`src/rtl/gps_if_sampler.sv`:
```
// IF sampler front stage: synchronises the RF front-end's 2-bit samples into correlator_clk,
// with a sample counter, a loss-of-IF-clock watchdog and a raw-sample snapshot buffer.
`timescale 1ns/1ps
module gps_if_sampler #(
   parameter int SYNC_STAGES = 2,
   parameter int WDOG_LIMIT  = 64,
   parameter int SNAP_AW     = 4
) (
   input  logic               correlator_clk,
   input  logic               rstn,
   input  logic               if_clk,
   input  logic               if_sign,
   input  logic               if_mag,
   output logic               sign,
   output logic               mag,
   output logic               sample_en,
   output logic [31:0]        sample_count,
   output logic               clk_lost,
   input  logic               snap_start,
   output logic               snap_busy,
   output logic               snap_done,
   output logic               snap_err,
   input  logic [SNAP_AW-1:0] snap_rd_addr,
   output logic [31:0]        snap_rd_data
);

   localparam int              WD_W       = $clog2(WDOG_LIMIT + 1);
   localparam logic [WD_W-1:0] WD_MAX     = WD_W'(WDOG_LIMIT);
   localparam int              DEPTH      = 2 ** SNAP_AW;

   localparam logic [1:0] ST_IDLE    = 2'd0;
   localparam logic [1:0] ST_ARM     = 2'd1;
   localparam logic [1:0] ST_CAPTURE = 2'd2;

   logic [SYNC_STAGES-1:0] clk_sync;
   logic [SYNC_STAGES-1:0] sign_sync;
   logic [SYNC_STAGES-1:0] mag_sync;
   logic                   clk_prev;
   logic                   edge_det;
   logic [WD_W-1:0]        wd;

   logic [1:0]             state;
   logic [3:0]             word_pos;
   logic [SNAP_AW-1:0]     widx;
   logic [31:0]            packer;
   logic                   wr_en;
   logic [31:0]            wr_word;
   logic [31:0]            snap_mem [DEPTH];

   // if_clk is sampled as plain data; the edge is found after the synchroniser
   always_ff @(posedge correlator_clk) begin
      if (!rstn) begin
         clk_sync  <= '0;
         sign_sync <= '0;
         mag_sync  <= '0;
         clk_prev  <= 1'b0;
      end else begin
         clk_sync  <= {clk_sync[SYNC_STAGES-2:0], if_clk};
         sign_sync <= {sign_sync[SYNC_STAGES-2:0], if_sign};
         mag_sync  <= {mag_sync[SYNC_STAGES-2:0], if_mag};
         clk_prev  <= clk_sync[SYNC_STAGES-1];
      end
   end

   assign edge_det = clk_sync[SYNC_STAGES-1] & ~clk_prev;

   always_ff @(posedge correlator_clk) begin
      if (!rstn) begin
         sign         <= 1'b0;
         mag          <= 1'b0;
         sample_en    <= 1'b0;
         sample_count <= 32'd0;
      end else begin
         sample_en <= edge_det;
         if (edge_det) begin
            sign         <= sign_sync[SYNC_STAGES-1];
            mag          <= mag_sync[SYNC_STAGES-1];
            sample_count <= sample_count + 32'd1;
         end
      end
   end

   // Saturating idle counter; clk_lost trails wd by one register stage
   always_ff @(posedge correlator_clk) begin
      if (!rstn) begin
         wd       <= '0;
         clk_lost <= 1'b0;
      end else begin
         if (edge_det) begin
            wd <= '0;
         end else if (wd != WD_MAX) begin
            wd <= wd + WD_W'(1);
         end
         clk_lost <= (wd == WD_MAX);
      end
   end

   assign wr_word   = {packer[29:0], sign, mag};
   assign wr_en     = (state == ST_CAPTURE) && sample_en && !clk_lost && (word_pos == 4'd15);
   assign snap_busy = (state == ST_ARM) || (state == ST_CAPTURE);

   // Loss of IF clock takes priority over both new samples and new requests
   always_ff @(posedge correlator_clk) begin
      if (!rstn) begin
         state     <= ST_IDLE;
         word_pos  <= 4'd0;
         widx      <= '0;
         packer    <= 32'd0;
         snap_done <= 1'b0;
         snap_err  <= 1'b0;
      end else begin
         case (state)
            ST_IDLE: begin
               if (snap_start && !clk_lost) begin
                  state     <= ST_ARM;
                  snap_done <= 1'b0;
                  snap_err  <= 1'b0;
                  widx      <= '0;
                  word_pos  <= 4'd0;
               end
            end
            ST_ARM: begin
               if (clk_lost) begin
                  state     <= ST_IDLE;
                  snap_err  <= 1'b1;
                  snap_done <= 1'b0;
               end else if (sample_en) begin
                  state    <= ST_CAPTURE;
                  packer   <= {30'd0, sign, mag};
                  word_pos <= 4'd1;
               end
            end
            ST_CAPTURE: begin
               if (clk_lost) begin
                  state     <= ST_IDLE;
                  snap_err  <= 1'b1;
                  snap_done <= 1'b0;
               end else if (sample_en) begin
                  packer   <= wr_word;
                  word_pos <= word_pos + 4'd1;
                  if (word_pos == 4'd15) begin
                     widx <= widx + SNAP_AW'(1);
                     if (widx == {SNAP_AW{1'b1}}) begin
                        state     <= ST_IDLE;
                        snap_done <= 1'b1;
                     end
                  end
               end
            end
            default: state <= ST_IDLE;
         endcase
      end
   end

   // Buffer contents survive reset; only the read register is cleared
   always_ff @(posedge correlator_clk) begin
      if (wr_en) begin
         snap_mem[widx] <= wr_word;
      end
   end

   always_ff @(posedge correlator_clk) begin
      if (!rstn) begin
         snap_rd_data <= 32'd0;
      end else begin
         snap_rd_data <= snap_mem[snap_rd_addr];
      end
   end

endmodule

```
`config.mk`:
```
export PLATFORM = sky130hd
export DESIGN_NAME = gps_if_sampler
export DESIGN_NICKNAME = d
export VERILOG_FILES = /design/src/rtl/gps_if_sampler.sv
export SDC_FILE = /design/constraint.sdc
export NUM_CORES = 1
export LEC_CHECK = 0
export ABC_CLOCK_PERIOD_IN_PS = 10600
export BUFFER_PORTS_ARGS = -buffer_cell sky130_fd_sc_hd__buf_2
export CAP_MARGIN = 20
export CORE_MARGIN = 2
export CORE_UTILIZATION = 66
export CTS_BUF_LIST = sky130_fd_sc_hd__clkbuf_4 sky130_fd_sc_hd__clkbuf_8 sky130_fd_sc_hd__clkbuf_16
export CTS_CLUSTER_DIAMETER = 120
export DETAILED_ROUTE_END_ITERATION = 8
export GPL_TIMING_DRIVEN = 0
export PLACE_DENSITY = 0.82
export RECOVER_POWER = 100
export SLEW_MARGIN = 10
export SYNTH_ARGS = -nofsm -noshare
export SYNTH_HDL_FRONTEND = slang
export SYNTH_SLANG_ARGS = --single-unit
```
`constraint.sdc`:
```
create_clock -name correlator_clk -period 10.6 [get_ports correlator_clk]
set_clock_uncertainty 0.2 [all_clocks]
set_input_delay 1.06 -clock correlator_clk [delete_from_list [all_inputs] [get_ports correlator_clk]]
set_output_delay 1.06 -clock correlator_clk [all_outputs]
set_load 0.02 [all_outputs]
```
### After elaboration in Yosys (flattened, before gate mapping)

Memory sizes are Yosys's and may differ from the RTL's. A register that Yosys moved wholly into a read port is not among the register bits.
Cells that the tools add are included.

* register bits: 92
* memory bits (writable): 512
* input port bits: 10
* word-level logic and storage cells: 96
* memories: 1

Memories
* snap_mem: words 16, width 32, read ports 1, clocked after memory_dff 1, write ports 1, line 48 `logic [31:0] snap_mem [DEPTH];`

* add/sub/neg operators: 4
* equality and inequality tests: 18
* muxes and demuxes: 34
* bitwise logic cells: 3
* reductions and logical operators: 20

Operator list (count)
* 30-bit 2-to-1 mux: 4
* 30-bit one-hot mux with 2 select lines: 1
* 32-bit by 1-bit adder with 32-bit output, second input constant: 1
* 4-bit 2-to-1 mux: 8
* 5-bit AND reduction: 3
* 2-bit 2-to-1 mux: 7
* 2-bit inequality test, second input constant: 6
* 4-bit one-hot mux with 3 select lines: 1
* 6-bit AND reduction: 2
* 1-bit 2-to-1 mux: 9
* 4-bit by 1-bit adder with 4-bit output, second input constant: 2
* 4-bit == test, second input constant: 2
* 4-bit one-hot mux with 2 select lines: 1
* 7-bit by 1-bit adder with 7-bit output, second input constant: 1
* 7-bit == test, second input constant: 1
* 7-bit inequality test, second input constant: 1
* 3-bit by 2-bit inequality test with 1-bit output, second input constant: 2
* 3-bit inequality test, second input constant: 2
* 2-bit one-hot mux with 3 select lines: 1
* 2-bit nonzero test: 3
* 1-bit logical AND: 4
* 2-bit by 1-bit inequality test with 1-bit output, second input constant: 2
* 2-bit OR reduction: 2
* 1-bit one-hot mux with 3 select lines: 1
* other kinds (10): 12

### Depth between registers and ports, before layout

* depth in word-level cells: 6
* gate-level depth with buffers: 8
* gate-level depth less buffers: 7

### Worst setup path before layout

Ideal clock, no wire load.

* path kind: register to register
* start: register state[0]
* end: memory snap_mem[3][0], enable pin
* setup time: 0.461 ns
* arrival: 3.405 ns
* required time: 9.939 ns
* setup slack: 6.534 ns
* stages on the path, launching flop included: 8
* cell sequence: dfxtp_1 > inv_1 > ha_1 > and3b_1 > nor2b_1 > buf_2 > nand2_1 > nor3_1

* word-level cells in the longest chain between the ends: 6

RTL lines
* start: declaration: line 42 `logic [1:0] state;`
* start signal: assignment: line 105 `state <= ST_IDLE;`
* start signal: assignment: line 115 `state <= ST_ARM;`
* start signal: assignment: line 124 `state <= ST_IDLE;`
* 2-bit == test: line 99 `assign wr_en = (state == ST_CAPTURE) && sample_en && !clk_lost && (word_pos == 4'd15);`
* 1-bit logical AND (3 in a row): line 99
* 1-bit 2-to-1 mux: line 157 `if (wr_en) begin`
* 1-bit 2-to-1 mux (not written as such): line 158 `snap_mem[widx] <= wr_word;`
* end: declaration: line 48

Every way passes these cells.

### Worst setup path in the final report

* start: register state[0]
* end: memory snap_mem[11][19], enable pin

Same word-level chain as after synthesis.

==> impl_metrics.yaml <==
grt:
  overflow: 0
  grtUsageTotal_pct: 31.42
  grt_pass1_vias: 14050
  antenna_found_initial: 0
  grt_pass1_wl_mm: 86.65
  grt_max_degree: 24
final_layout:
  syn_to_final_growth_pct: 12.10
  n_antenna_cell: 0
  multi_input_area_sq_mm: 0.005752
  fill_cells: 1951
  layout.nets: 1522
  seqCellArea_sq_mm: 0.01786
  drive_above_1_share_pct: 15.30
  utilization_pct: 75.38
logic_synthesis:
  yosys.area_share.adder_pct: 0.6262
  yosysTopAreaCell: "edfxtp_1"
  syn_nets: 1356
  ys_warn_count: 0
  syn_area_sq_mm: 0.02398
  synth_compound_area_share_pct: 4.123
  synth-seq-area-share_pct: 74.48
  muxShareOfSynthArea_pct: 12.61
  synth_flop_cell: "edfxtp_1"
  synth_most_common_cell: "edfxtp_1"
  syn_avg_cell_area_sq_um: 17.97
  synth.top_cell.area_share_pct: 64.13
  yosys-top-cells-count: "edfxtp_1, dfxtp_1, mux4_2"
  synth_xor_area_share_pct: 1.242
  ys_async_sr_fraction_pct: 0
  synth_area_leaders: "edfxtp_1, dfxtp_1, mux4_2"
  synthCells: 1334
  synth_edf_count: 512
  synth_seq_cells: 636
  synth_top_family_by_area: "multiplexers"
  ys_types: 48
  synth_simple_gate_area_share_pct: 5.527
placed_design:
  io_buffers: 77
  dp_hpwl_mm: 33.94
  place_congestion: 0.8543
clocking:
  cts_hold_buffers: 0
  ctsResizeCount: 0
  clock_latency_ns: 0.63
  clk_pin_slew_ns: 0.06
  post-cts-setup-buffer-count: 0
  cts_made_buffers: 59
  cts.sinks: 636
  cts_root_buffer: "clkbuf_16"
  cts_tree: "yes"
  clk_path_buf_depth: 3
  htree_levels: 2
worst_hold_path:
  holdCritPathClass: "reg -> reg"
sta:
  tightest_slew_ns: 2.471
  slew_headroom_pct: -65.35
  final_min_period_over_clock_period_pct: 47.13
  setup_viol: 0
  rsz0062_at_grt: "false"
  tns_ns: 0
  hold_violations: 0
  max_freq_ghz: 0.2002
  hold_slack_ns: 0.2329
  layout_min_cycle_time_ns: 4.996
  drv_slew: 277
job:
  max_cap_viol_count: 17
route:
  dr_total_vias: 13670
  postRouteWirelength_mm: 58.10
  drc: 0
  wl_per_cell_microns: 28.91
  final_antenna_net_count: 0
  first_pass_iters: 6
  viasPerCell: 6.799
  drt_iter0_drc: 1730
floorplan:
  core_area_sq_mm: 0.03566
  ios: 81
  initial_core_util_pct: 67.24
  rows: 69
  chipWidth_microns: 194.6
  dieArea_sq_mm: 0.03787
  die_y_microns: 194.6
setup_path:
  worstSetupPathType: "reg -> reg"
  cp-end-kind: "flop"
  crit_fanout: 19
  arrival_ns: 5.02
  startpoint_type: "flop"
  worstPathRequired_ns: 10.63
power_and_ir_drop:
  pwr_density_cell_mw_per_mm2: 188.3
  irDropWorstVdd_mv: 0.1372
  cellLeakagePower_uw: 0.008857
status:
  violations: "max-capacitance violations, max-slew violations"
  status: "finished with violations"
==> sequential cells by signal, summed over array words and instances (netlist names) <==
name and cells:
clk_lost 1, clk_prev 1, clk_sync 2, mag 1, mag_sync 2, packer 30, sample_count 32, sample_en 1
sign 1, sign_sync 2, snap_done 1, snap_err 1, snap_mem 512, snap_rd_data 32, state 2, wd 7
widx 4, word_pos 4
==> critical path, cell delays in order (launching register included) <==
cell and delay, ns:
dfxtp_1 0.33, inv_1 0.10, ha_1 0.25, and3b_1 0.20
nor2b_1 0.13, clkbuf_1 0.29, nand2_1 0.24, nor2_1 1.87
clkbuf_1 0.98
==> path summary, 6_finish.rpt <==
kind / start / to / slack (ns) / cells past startpoint
hold reg to reg: clk_sync[0]$_SDFF_PN0_ / clk_sync[1]$_SDFF_PN0_ / 0.23 / 1
setup reg to reg: state[0]$_SDFFE_PN0P_ / snap_mem[11][19]$_DFFE_PP_ / 5.60 / 8
hold / removal: clk_sync[0]$_SDFF_PN0_ / clk_sync[1]$_SDFF_PN0_ / 0.23 / 1
setup / recovery: state[0]$_SDFFE_PN0P_ / snap_mem[11][19]$_DFFE_PP_ / 5.60 / 8
==> power by group <==
group / total (uW) / switching (uW) / leakage [uW] / internal [uW]
Clock: 2120 / 905 / 0.000997 / 1210
Combinational: 259 / 167 / 0.00211 / 91.6
Sequential: 2680 / 8.13 / 0.00575 / 2680
==> cells by family (layout without fill, tap and decap cells) <==
| kind of cell | Yosys count | in the layout |
|---|---|---|
| adders and majority gates | 12 | 12 |
| buffers and inverters | 78 | 293 |
| muxes | 167 | 167 |
| AOI/OAI and AO/OA | 146 | 146 |
| DFF | 636 | 636 |
| and+or+nand+nor | 261 | 261 |
| xor gates and xnor gates | 34 | 34 |
==> cell type report <==
cell class | instances | area share [%]
plain buffers | 67 | 1.075
clock buffers | 87 | 6.792
clock inverters | 23 | 0.4981
inverters | 11 | 0.1536
multi-input cells | 620 | 21.40
flip-flops and latches | 636 | 66.44
well taps | 461 | 2.146
repair buffers | 105 | 1.490
==> per-layer routing <==
layer / wire (microns) / part of all wire, % / up-vias / global-route usage (%)
met1: 21200 / 36 / 6840 / 41.89
met5: 0 / 0 / - / 0
met4: 1902 / 3.3 / 0 / 13.53
met3: 6280 / 11 / 149 / 6.056
met2: 28720 / 49 / 1033 / 51.51
li1: - / - / 5643 / -
==> layout by cell type, fill, tap and decap left out, types with 8 or more instances in the layout <==
cell type,synthesis,routed
a311oi_1,11,11
clkinv_1,0,8
o21ai_0,20,21
mux4_2,108,108
a32oi_1,9,9
o211ai_1,12,12
mux2i_1,59,59
a211oi_1,12,12
o22ai_1,12,12
a22oi_1,39,39
ha_1,12,12
dfxtp_1,124,124
nand3_1,23,23
nor3_1,8,8
a21oi_1,26,26
xnor2_1,10,10
inv_1,11,11
clkbuf_4,0,13
edfxtp_1,512,512
nand4_1,21,22
nor2b_1,17,17
clkbuf_16,0,63
nand2_1,57,57
clkbuf_1,43,148
nor2_1,90,90
clkbuf_8,0,11
xor2_1,24,24
buf_2,15,17
nand2b_1,8,8
clkinv_2,0,13
==> metrics by stage <==
step / std cells / instance area [sq um] / total power, uW / setup slack (ns)
finish: 2010 / 26880 / 5060 / 5.604
global route: 2010 / 26880 / 5172 / 5.376
CTS: 2010 / 27450 / 5066 / 7.263
detailed placement: 1900 / 25490 / 2992 / 7.126
floorplan: 1334 / 23980 / 2916 / 6.534
global placement: 1872 / 24940 / 2983 / 3.769
Power figures use the tool's default switching activity.
